$ cat src/rtl/rv32i_fetch_pkg.sv
// Shared types and constants for the RV32I instruction-fetch slice.
package rv32i_fetch_pkg;

    localparam int XLEN = 32;
    localparam logic [XLEN-1:0] PC_STEP = 32'd4;

    typedef enum logic [1:0] {
        IDLE,
        WAIT,
        WAIT_KILL
    } fetch_state_t;

    typedef struct packed {
        logic [XLEN-1:0] pc;
        logic [XLEN-1:0] inst;
    } fetch_entry_t;

endpackage

$ cat src/rtl/fetch_buf.sv
// Small FIFO of fetched {pc, instruction} entries feeding decode.
// A flush empties it outright and wins over any same-cycle push or pop.
module fetch_buf
    import rv32i_fetch_pkg::*;
#(
    parameter int BUF_DEPTH = 2,
    localparam int CNT_W = $clog2(BUF_DEPTH + 1)
) (
    input  logic             clk,
    input  logic             reset,
    input  logic             push,
    input  fetch_entry_t     push_entry,
    input  logic             pop,
    input  logic             flush,
    output logic [CNT_W-1:0] count,
    output fetch_entry_t     head
);

    localparam int PTR_W = $clog2(BUF_DEPTH);
    localparam logic [CNT_W-1:0] FULL_COUNT = CNT_W'(BUF_DEPTH);

    fetch_entry_t     entries [BUF_DEPTH];
    logic [PTR_W-1:0] rd_ptr;
    logic [PTR_W-1:0] wr_ptr;
    logic             do_pop;

    assign do_pop = pop && (count != '0);
    assign head   = entries[rd_ptr];

    always_ff @(posedge clk or negedge reset) begin
        if (!reset) begin
            for (int i = 0; i < BUF_DEPTH; i++) begin
                entries[i] <= '0;
            end
            rd_ptr <= '0;
            wr_ptr <= '0;
            count  <= '0;
        end else if (flush) begin
            rd_ptr <= '0;
            wr_ptr <= '0;
            count  <= '0;
        end else begin
            if (push) begin
                entries[wr_ptr] <= push_entry;
                wr_ptr          <= wr_ptr + PTR_W'(1);
            end
            if (do_pop) begin
                rd_ptr <= rd_ptr + PTR_W'(1);
            end
            case ({push, do_pop})
                2'b10:   count <= count + CNT_W'(1);
                2'b01:   count <= count - CNT_W'(1);
                default: count <= count;
            endcase
        end
    end

    // The fetch credit rule must never let a response land in a full buffer.
    push_into_full: assert property (@(posedge clk) disable iff (!reset)
        !(push && !flush && (count == FULL_COUNT)));

endmodule

$ cat src/rtl/ifetch_ctrl.sv
// Fetch controller: steers the PC register, issues one outstanding
// instruction-memory request at a time and queues results for decode.
module ifetch_ctrl
    import rv32i_fetch_pkg::*;
#(
    parameter logic [XLEN-1:0] RESET_PC  = 32'h0000_0000,
    parameter int              BUF_DEPTH = 2
) (
    input  logic            clk,
    input  logic            reset,
    input  logic [XLEN-1:0] pc,
    output logic [XLEN-1:0] next_pc,
    output logic            imem_req_valid,
    input  logic            imem_req_ready,
    output logic [XLEN-1:0] imem_req_addr,
    input  logic            imem_rsp_valid,
    input  logic [XLEN-1:0] imem_rsp_data,
    input  logic            redirect_valid,
    input  logic [XLEN-1:0] redirect_pc,
    output logic            inst_valid,
    input  logic            inst_ready,
    output logic [XLEN-1:0] inst_data,
    output logic [XLEN-1:0] inst_pc
);

    localparam int CNT_W = $clog2(BUF_DEPTH + 1);
    localparam logic [CNT_W-1:0] FULL_COUNT = CNT_W'(BUF_DEPTH);

    fetch_state_t     state;
    logic [XLEN-1:0]  req_pc;
    logic [CNT_W-1:0] buf_count;
    logic             req_fire;
    logic             buf_push;
    logic             buf_pop;
    fetch_entry_t     push_entry;
    fetch_entry_t     head;

    // Only issue when a free slot is guaranteed for the response.
    assign imem_req_valid = reset && (state == IDLE) && (buf_count < FULL_COUNT)
                            && !redirect_valid;
    assign imem_req_addr  = {pc[XLEN-1:2], 2'b00};
    assign req_fire       = imem_req_valid && imem_req_ready;

    assign buf_push   = (state == WAIT) && imem_rsp_valid && !redirect_valid;
    assign push_entry = '{pc: req_pc, inst: imem_rsp_data};
    assign inst_valid = (buf_count != '0);
    assign buf_pop    = inst_valid && inst_ready;
    assign inst_data  = head.inst;
    assign inst_pc    = head.pc;

    always_comb begin
        if (!reset) begin
            next_pc = RESET_PC;
        end else if (redirect_valid) begin
            next_pc = redirect_pc;
        end else if (req_fire) begin
            next_pc = pc + PC_STEP;
        end else begin
            next_pc = pc;
        end
    end

    // WAIT_KILL remembers that the outstanding response belongs to a dead path.
    always_ff @(posedge clk or negedge reset) begin
        if (!reset) begin
            state  <= IDLE;
            req_pc <= '0;
        end else begin
            case (state)
                IDLE: begin
                    if (req_fire) begin
                        req_pc <= pc;
                        state  <= WAIT;
                    end
                end
                WAIT: begin
                    if (imem_rsp_valid) begin
                        state <= IDLE;
                    end else if (redirect_valid) begin
                        state <= WAIT_KILL;
                    end
                end
                WAIT_KILL: begin
                    if (imem_rsp_valid) begin
                        state <= IDLE;
                    end
                end
                default: state <= IDLE;
            endcase
        end
    end

    fetch_buf #(
        .BUF_DEPTH(BUF_DEPTH)
    ) u_fetch_buf (
        .clk       (clk),
        .reset     (reset),
        .push      (buf_push),
        .push_entry(push_entry),
        .pop       (buf_pop),
        .flush     (redirect_valid),
        .count     (buf_count),
        .head      (head)
    );

endmodule
$ cat config.mk
export PLATFORM = sky130hd
export DESIGN_NAME = ifetch_ctrl
export DESIGN_NICKNAME = d
export VERILOG_FILES = /design/src/rtl/rv32i_fetch_pkg.sv /design/src/rtl/fetch_buf.sv /design/src/rtl/ifetch_ctrl.sv
export SDC_FILE = /design/constraint.sdc
export NUM_CORES = 1
export LEC_CHECK = 0
export ABC_CLOCK_PERIOD_IN_PS = 2850
export CORE_MARGIN = 2
export CORE_UTILIZATION = 45
export DETAILED_ROUTE_END_ITERATION = 10
export PLACE_DENSITY = 0.76
export SLEW_MARGIN = 25
export SYNTH_ARGS = -nofsm -noshare
export SYNTH_HDL_FRONTEND = slang
export SYNTH_SLANG_ARGS = --single-unit
$ cat constraint.sdc
create_clock -name clk -period 2.85 [get_ports clk]
set_input_delay 0.57 -clock clk [delete_from_list [all_inputs] [get_ports clk]]
set_output_delay 0.57 -clock clk [all_outputs]
set_load 0.01 [all_outputs]
## Word-level counts from Yosys, hierarchy flattened

Index checks and enable logic that the tools add are counted.

| storage, ports and cells | value |
|---|---|
| input bits | 102 |
| output and inout port bits | 130 |
| logic and storage cells | 66 |
| bits in registers | 166 |

| cells by class | value |
|---|---|
| $lt $le $gt $ge | 4 |
| reductions and logical operators | 18 |
| add/subtract/negate cells | 5 |
| bitwise gates (word level) | 3 |
| multiplexer cells | 20 |
| eq/ne operators | 7 |

Operators by type and width:

| cell | number |
|---|---|
| $mux W64 | 4 |
| $bwmux W128 | 1 |
| $mux W32 | 3 |
| $demux W64 S1 | 1 |
| $add A32 B3 Y32 const B | 1 |
| $mux W2 | 5 |
| $logic_and A1 B1 Y1 | 9 |
| $pmux W2 S3 | 1 |
| $reduce_bool A2 Y1 | 3 |
| $eq A2 B1 Y1 const B | 2 |
| $eq A2 B2 Y1 const B | 2 |
| $ge A2 B2 Y1 const B | 2 |
| $mux W1 | 4 |
| $ne A2 B2 Y1 const B | 2 |
| $not A1 Y2 | 2 |
| $pmux W2 S2 | 1 |
| $reduce_and A2 Y1 | 2 |
| $ne A3 B3 Y1 const B | 1 |
| $reduce_and A3 Y1 | 1 |
| $reduce_bool A3 Y1 | 1 |
| $add A1 B1 Y1 const B | 2 |
| $add A2 B1 Y2 const B | 1 |
| $logic_not A2 Y1 | 1 |
| $lt A2 B1 Y1 const B | 1 |
| other kinds (4) | 4 |

## Logic depth before layout (Yosys ltp)

| logic depth | value |
|---|---|
| depth after elaboration | 8 |
| depth in mapped cells | 7 |

## Modules after synthesis

From an unflattened synthesis, not the netlist that was laid out.

| second synthesis, totals | value |
|---|---|
| cell total of the unflattened synthesis | 696 |
| area, all modules | 8,932.3 sq um |

Modules (own cells, without submodules):

| module | seq. area each (sq um) | area each (sq um) | times used | cells each |
|---|---|---|---|---|
| fetch_buf | 3,303.2 | 6,054.6 | 1 | 362 |
| ifetch_ctrl | 850.8 | 2,877.8 | 1 | 334 |

## Least setup slack after synthesis

No wires, ideal clock.

| timing | value |
|---|---|
| path kind | in2out |
| start point | input port redirect_valid |
| end point | output port next_pc[21] |
| arrival time | 2.275 ns |
| required time | 2.280 ns |
| setup slack | 0.005 ns |
| stages | 7 |
| path through | clkbuf_1 -> nor2b_1 -> nand2_2 -> or4_1 -> buf_2 -> or3_1 -> a31oi_1 |

| on the way | value |
|---|---|
| word-level cells in the longest chain between the ends | 6 |

RTL lines:

| element | RTL line | RTL |
|---|---|---|
| from (decl) | ifetch_ctrl.sv:18 | `input logic redirect_valid,` |
| $logic_not A1 Y1 | ifetch_ctrl.sv:40 | `&& !redirect_valid;` |
| $logic_and A1 B1 Y1 | ifetch_ctrl.sv:40 |  |
| $logic_and A1 B1 Y1 | ifetch_ctrl.sv:42 | `assign req_fire = imem_req_valid && imem_req_ready;` |
| $mux W32 | ifetch_ctrl.sv:56 | `end else if (req_fire) begin` |
| $mux W32 (*) | ifetch_ctrl.sv:54 | `end else if (redirect_valid) begin` |
| $mux W32 (*) | ifetch_ctrl.sv:52 | `if (!reset) begin` |
| to (decl) | ifetch_ctrl.sv:12 | `output logic [XLEN-1:0] next_pc,` |

Mark *: on every way between the ends. The rest lies on a longest branch, timed or not.

## Worst setup path in the final report

| timing | value |
|---|---|
| start point | register u_fetch_buf.count[1] |
| end point | output port next_pc[23] |

| on the way | value |
|---|---|
| word-level cells in the longest chain between the ends | 7 |

RTL lines:

| element | RTL line | RTL |
|---|---|---|
| from (decl) | fetch_buf.sv:15 | `output logic [CNT_W-1:0] count,` |
| from (signal assigned) | fetch_buf.sv:51 | `2'b10: count <= count + CNT_W'(1);` |
| from (signal assigned) | fetch_buf.sv:52 | `2'b01: count <= count - CNT_W'(1);` |
| from (signal assigned) | fetch_buf.sv:53 | `default: count <= count;` |
| $lt A2 B2 Y1 | ifetch_ctrl.sv:39 | `assign imem_req_valid = reset && (state == IDLE) && (buf_count < FULL_COUNT)` |
| $logic_and A1 B1 Y1 | ifetch_ctrl.sv:39 |  |
| $logic_and A1 B1 Y1 | ifetch_ctrl.sv:40 |  |
| $logic_and A1 B1 Y1 | ifetch_ctrl.sv:42 |  |
| $mux W32 | ifetch_ctrl.sv:56 |  |
| $mux W32 | ifetch_ctrl.sv:54 |  |
| $mux W32 | ifetch_ctrl.sv:52 |  |

No other way between the ends.

==> impl_results.md <==
- Status: complete, but fails checks
- Violations in the final reports: negative setup slack
- Largest net degree at the start of global routing: 80
- Type of the worst setup path: reg -> out
- Routability cong.: 0.808
- Flop-to-flop setup slack: 790 ps
- DRC errors left: 0
- Endpoints failing hold: 0
- Cell count after synthesis: 723
- Yosys top cell by area: dfrtp_1
- Die height: 140 um
- Total die area: 0.0196 mm^2
- RSZ-0062 raised after global routing: yes
- Clock sinks: 166
- Port Buffers: 229
- Share of cells above drive strength 1: 0.378
- Peak VDD IR: 384 uV
- Worst-path cell chain: nor4b_4 -> nand2_2 -> buf_6 -> or4_4 -> buf_6 -> or3_1 -> a31oi_1 -> buf_2
- Initial Util: 0.461
- Crit path top cell by count: buf_6
- Max incr delay on CP: 510 ps
- Type of origin of the critical path: flip-flop
- Avg Inst Size Synth: 11.5 um^2
- Critical Path Fanout Max: 4
- Worst Setup Slack, final: -419 ps
- Most Crowded Layer GR: met2
- Synth warnings: 0
- Post-Route WL: 23600 um
- Met1 Use GR: 0.299
- H-tree depth: 4
- Pre-Repair DR Iteration Count: 4
- Crit end category: primary output
- Fillcell total: 1400
- Post-route minimum period: 3270 ps
- Register area share after synthesis: 0.500
- Power, Total: 7.51 mW
- Via density per instance: 5.30
- R2r endpoint: u_fetch_buf.entries[49]
- Slew @ Worst Pin: 695 ps
- Initial antenna violation count: 0
- Worst reg2reg path depth: 6
- TNS Setup: -2830 ps
- HPWL Detailed: 15500 um
- Clock transition at path regs: 60 ps
- Worst hold margin: 224 ps
- Die Wd: 140 um
- Max Clock Freq: 306 MHz
- Row cnt: 49
- DR iter-0 viols: 303
- Nets: 1092
- DP Area: 0.0111 mm^2
- WP data arrival: 2700 ps
- Inserted Clock Buffers: 17
- Clock buffer depth: 2
- GRT Overall Usage: 0.242
- Yosys reg bits: 166
- Ys async rst share: 1.00
- Worst Clk Skew: 6.54 ps
- Maxcap violations: 0
- Met2 usage: 0.406
- Vias: 6521
- CTS tree: built
- Hold WC Path Type: in -> async
- # IOs: 232
- Leak Pwr: 5.75 nW
- Post-Syn Area: 0.00830 mm^2
- Wire per inst: 19.1 um
- First-pass GRT wire length: 37100 um
- Distinct cells, synth: 36
- Pins Over Slew Limit: 0
- Top-area cell type share of the netlist area: 0.500
- Area contributors post-synth: dfrtp_1, mux2_2, nand2_1
- Slowest CP cell: or4_4
- Gr ovfl total: 0
- P per Cell Area: 619 mW/mm^2
- CTS Hold Bufs: 0
- Worst EP required: 2280 ps
- Worst-Skew Late Latency: 420 ps
- Finished Cell Area: 0.0121 mm^2
- Relative slew slack: 0.537
- ANT nets after route: 0
- EDFF count, synth: 0
- Final setup fails: 16
- Top cells by count, synth: mux2_2, dfrtp_1, nand2_1, clkbuf_1, buf_4
- Reg2reg start: state[1]
- Vias in the first global route: 6963
- Area of the core: 0.0180 mm^2
- N_diodes: 0
- Most numerous cell in the Yosys netlist: mux2_2
- Root Buffer: clkbuf_16
- Area delta synth->final: 46.1%
- Ys flop type: dfrtp_1
- M3 GR Usage: 0.0619
- Final period util: 1.15
layout make-up:
cell class / count / area (um^2) / area share
Multi-Input combinational cell: 480 / 4030 / 0.332
Sequential cell: 166 / 4160 / 0.342
Clock buffer: 25 / 505 / 0.0417
Clock inverter: 7 / 92.6 / 0.00763
Inverter: 3 / 11.3 / 0.000928
Tap cell: 229 / 287 / 0.0236
Timing Repair Buffer: 321 / 3060 / 0.252
sequential cells by signal, summed over array words and instances, names as in the netlist:
signal and flops:
u_fetch_buf.entries 128, req_pc 32, state 2, u_fetch_buf.count 2, u_fetch_buf.rd_ptr 1, u_fetch_buf.wr_ptr 1
layout by cell type, fill, tap and decap left out, drive strengths merged, types with 2 or more instances in the layout:
cell	count
nand3b	2
mux2	192
nor4bb	2
buf	116
clkdlybuf4s50	176
bufinv	2
and2	6
and3	3
clkinvlp	3
nor2	9
dfrtp	166
dlygate4sd2	18
nand2	117
a21oi	18
a31oi	4
clkbuf	28
o211a	5
nand3	12
nor2b	3
nor4	16
xnor2	18
clkinv	2
nand4	7
inv	3
or3	3
nor3	2
conb	2
clkdlybuf4s15	7
o21ai	30
nand2b	5
xor2	11
mux2i	4
and4	5
critical path: cells and delay by family, from the launching register on:
kind                   cells  cell delay (ps)
DFF                        1              410
and+or+nand+nor            4             1290
AOI/OAI and AO/OA          1              140
buffers and inverters      3              450
through the flow:
stage	util	std cells	setup WS, ps
2_1_floorplan	-	724	4.73
3_3_place_gp	0.615	1175	-976
3_5_place_dp	0.615	1175	-991
4_1_cts	0.673	1229	-404
5_1_grt	0.673	1231	-504
6_report	0.673	1231	-419
cell families (layout without fill, tap and decap cells):
logic type,count (synthesis),after routing,share of synthesized area
other,1,2,0.000452
adders and majority gates,1,1,0.00151
DFF,166,166,0.500
xor gates and xnor gates,29,29,0.0306
muxes,196,196,0.265
AOI/OAI and AO/OA,57,57,0.0380
buffers and inverters,78,356,0.0508
and+or+nand+nor,195,195,0.113
where the power goes:
part | leakage (nW) | switching (mW) | internal (mW)
combinational | 3.29 | 0.855 | 1.31
sequential | 2.18 | 0.242 | 2.80
clock | 0.286 | 0.898 | 1.41
total | 5.75 | 2.00 | 5.51
routing by layer:
layer	share of wire	wire (um)
met1	0.41	9550
met5	0	0
met4	0.032	765
met3	0.068	1590
met2	0.49	11600
timing repair:
action,CTS,global route
buffers inserted,19,7
gates resized for setup,206,13
gates cloned,3,0
endpoints found under the setup margin,31,31
pin swaps,26,38
endpoints found under the hold margin,0,0
worst max path at each step:
| stage | from | end | slack (ps) |
|---|---|---|---|
| after floorplan | redirect_valid | next_pc[21] | 5 |
| after global placement | imem_req_ready | next_pc[23] | -980 |
| after detailed placement | imem_req_ready | next_pc[23] | -990 |
| after CTS | state[0] | next_pc[23] | -400 |
| after global routing | u_fetch_buf.count[1] | next_pc[23] | -500 |
| final | u_fetch_buf.count[1] | next_pc[23] | -420 |
No activity file was read; power rests on OpenSTA's default activity.
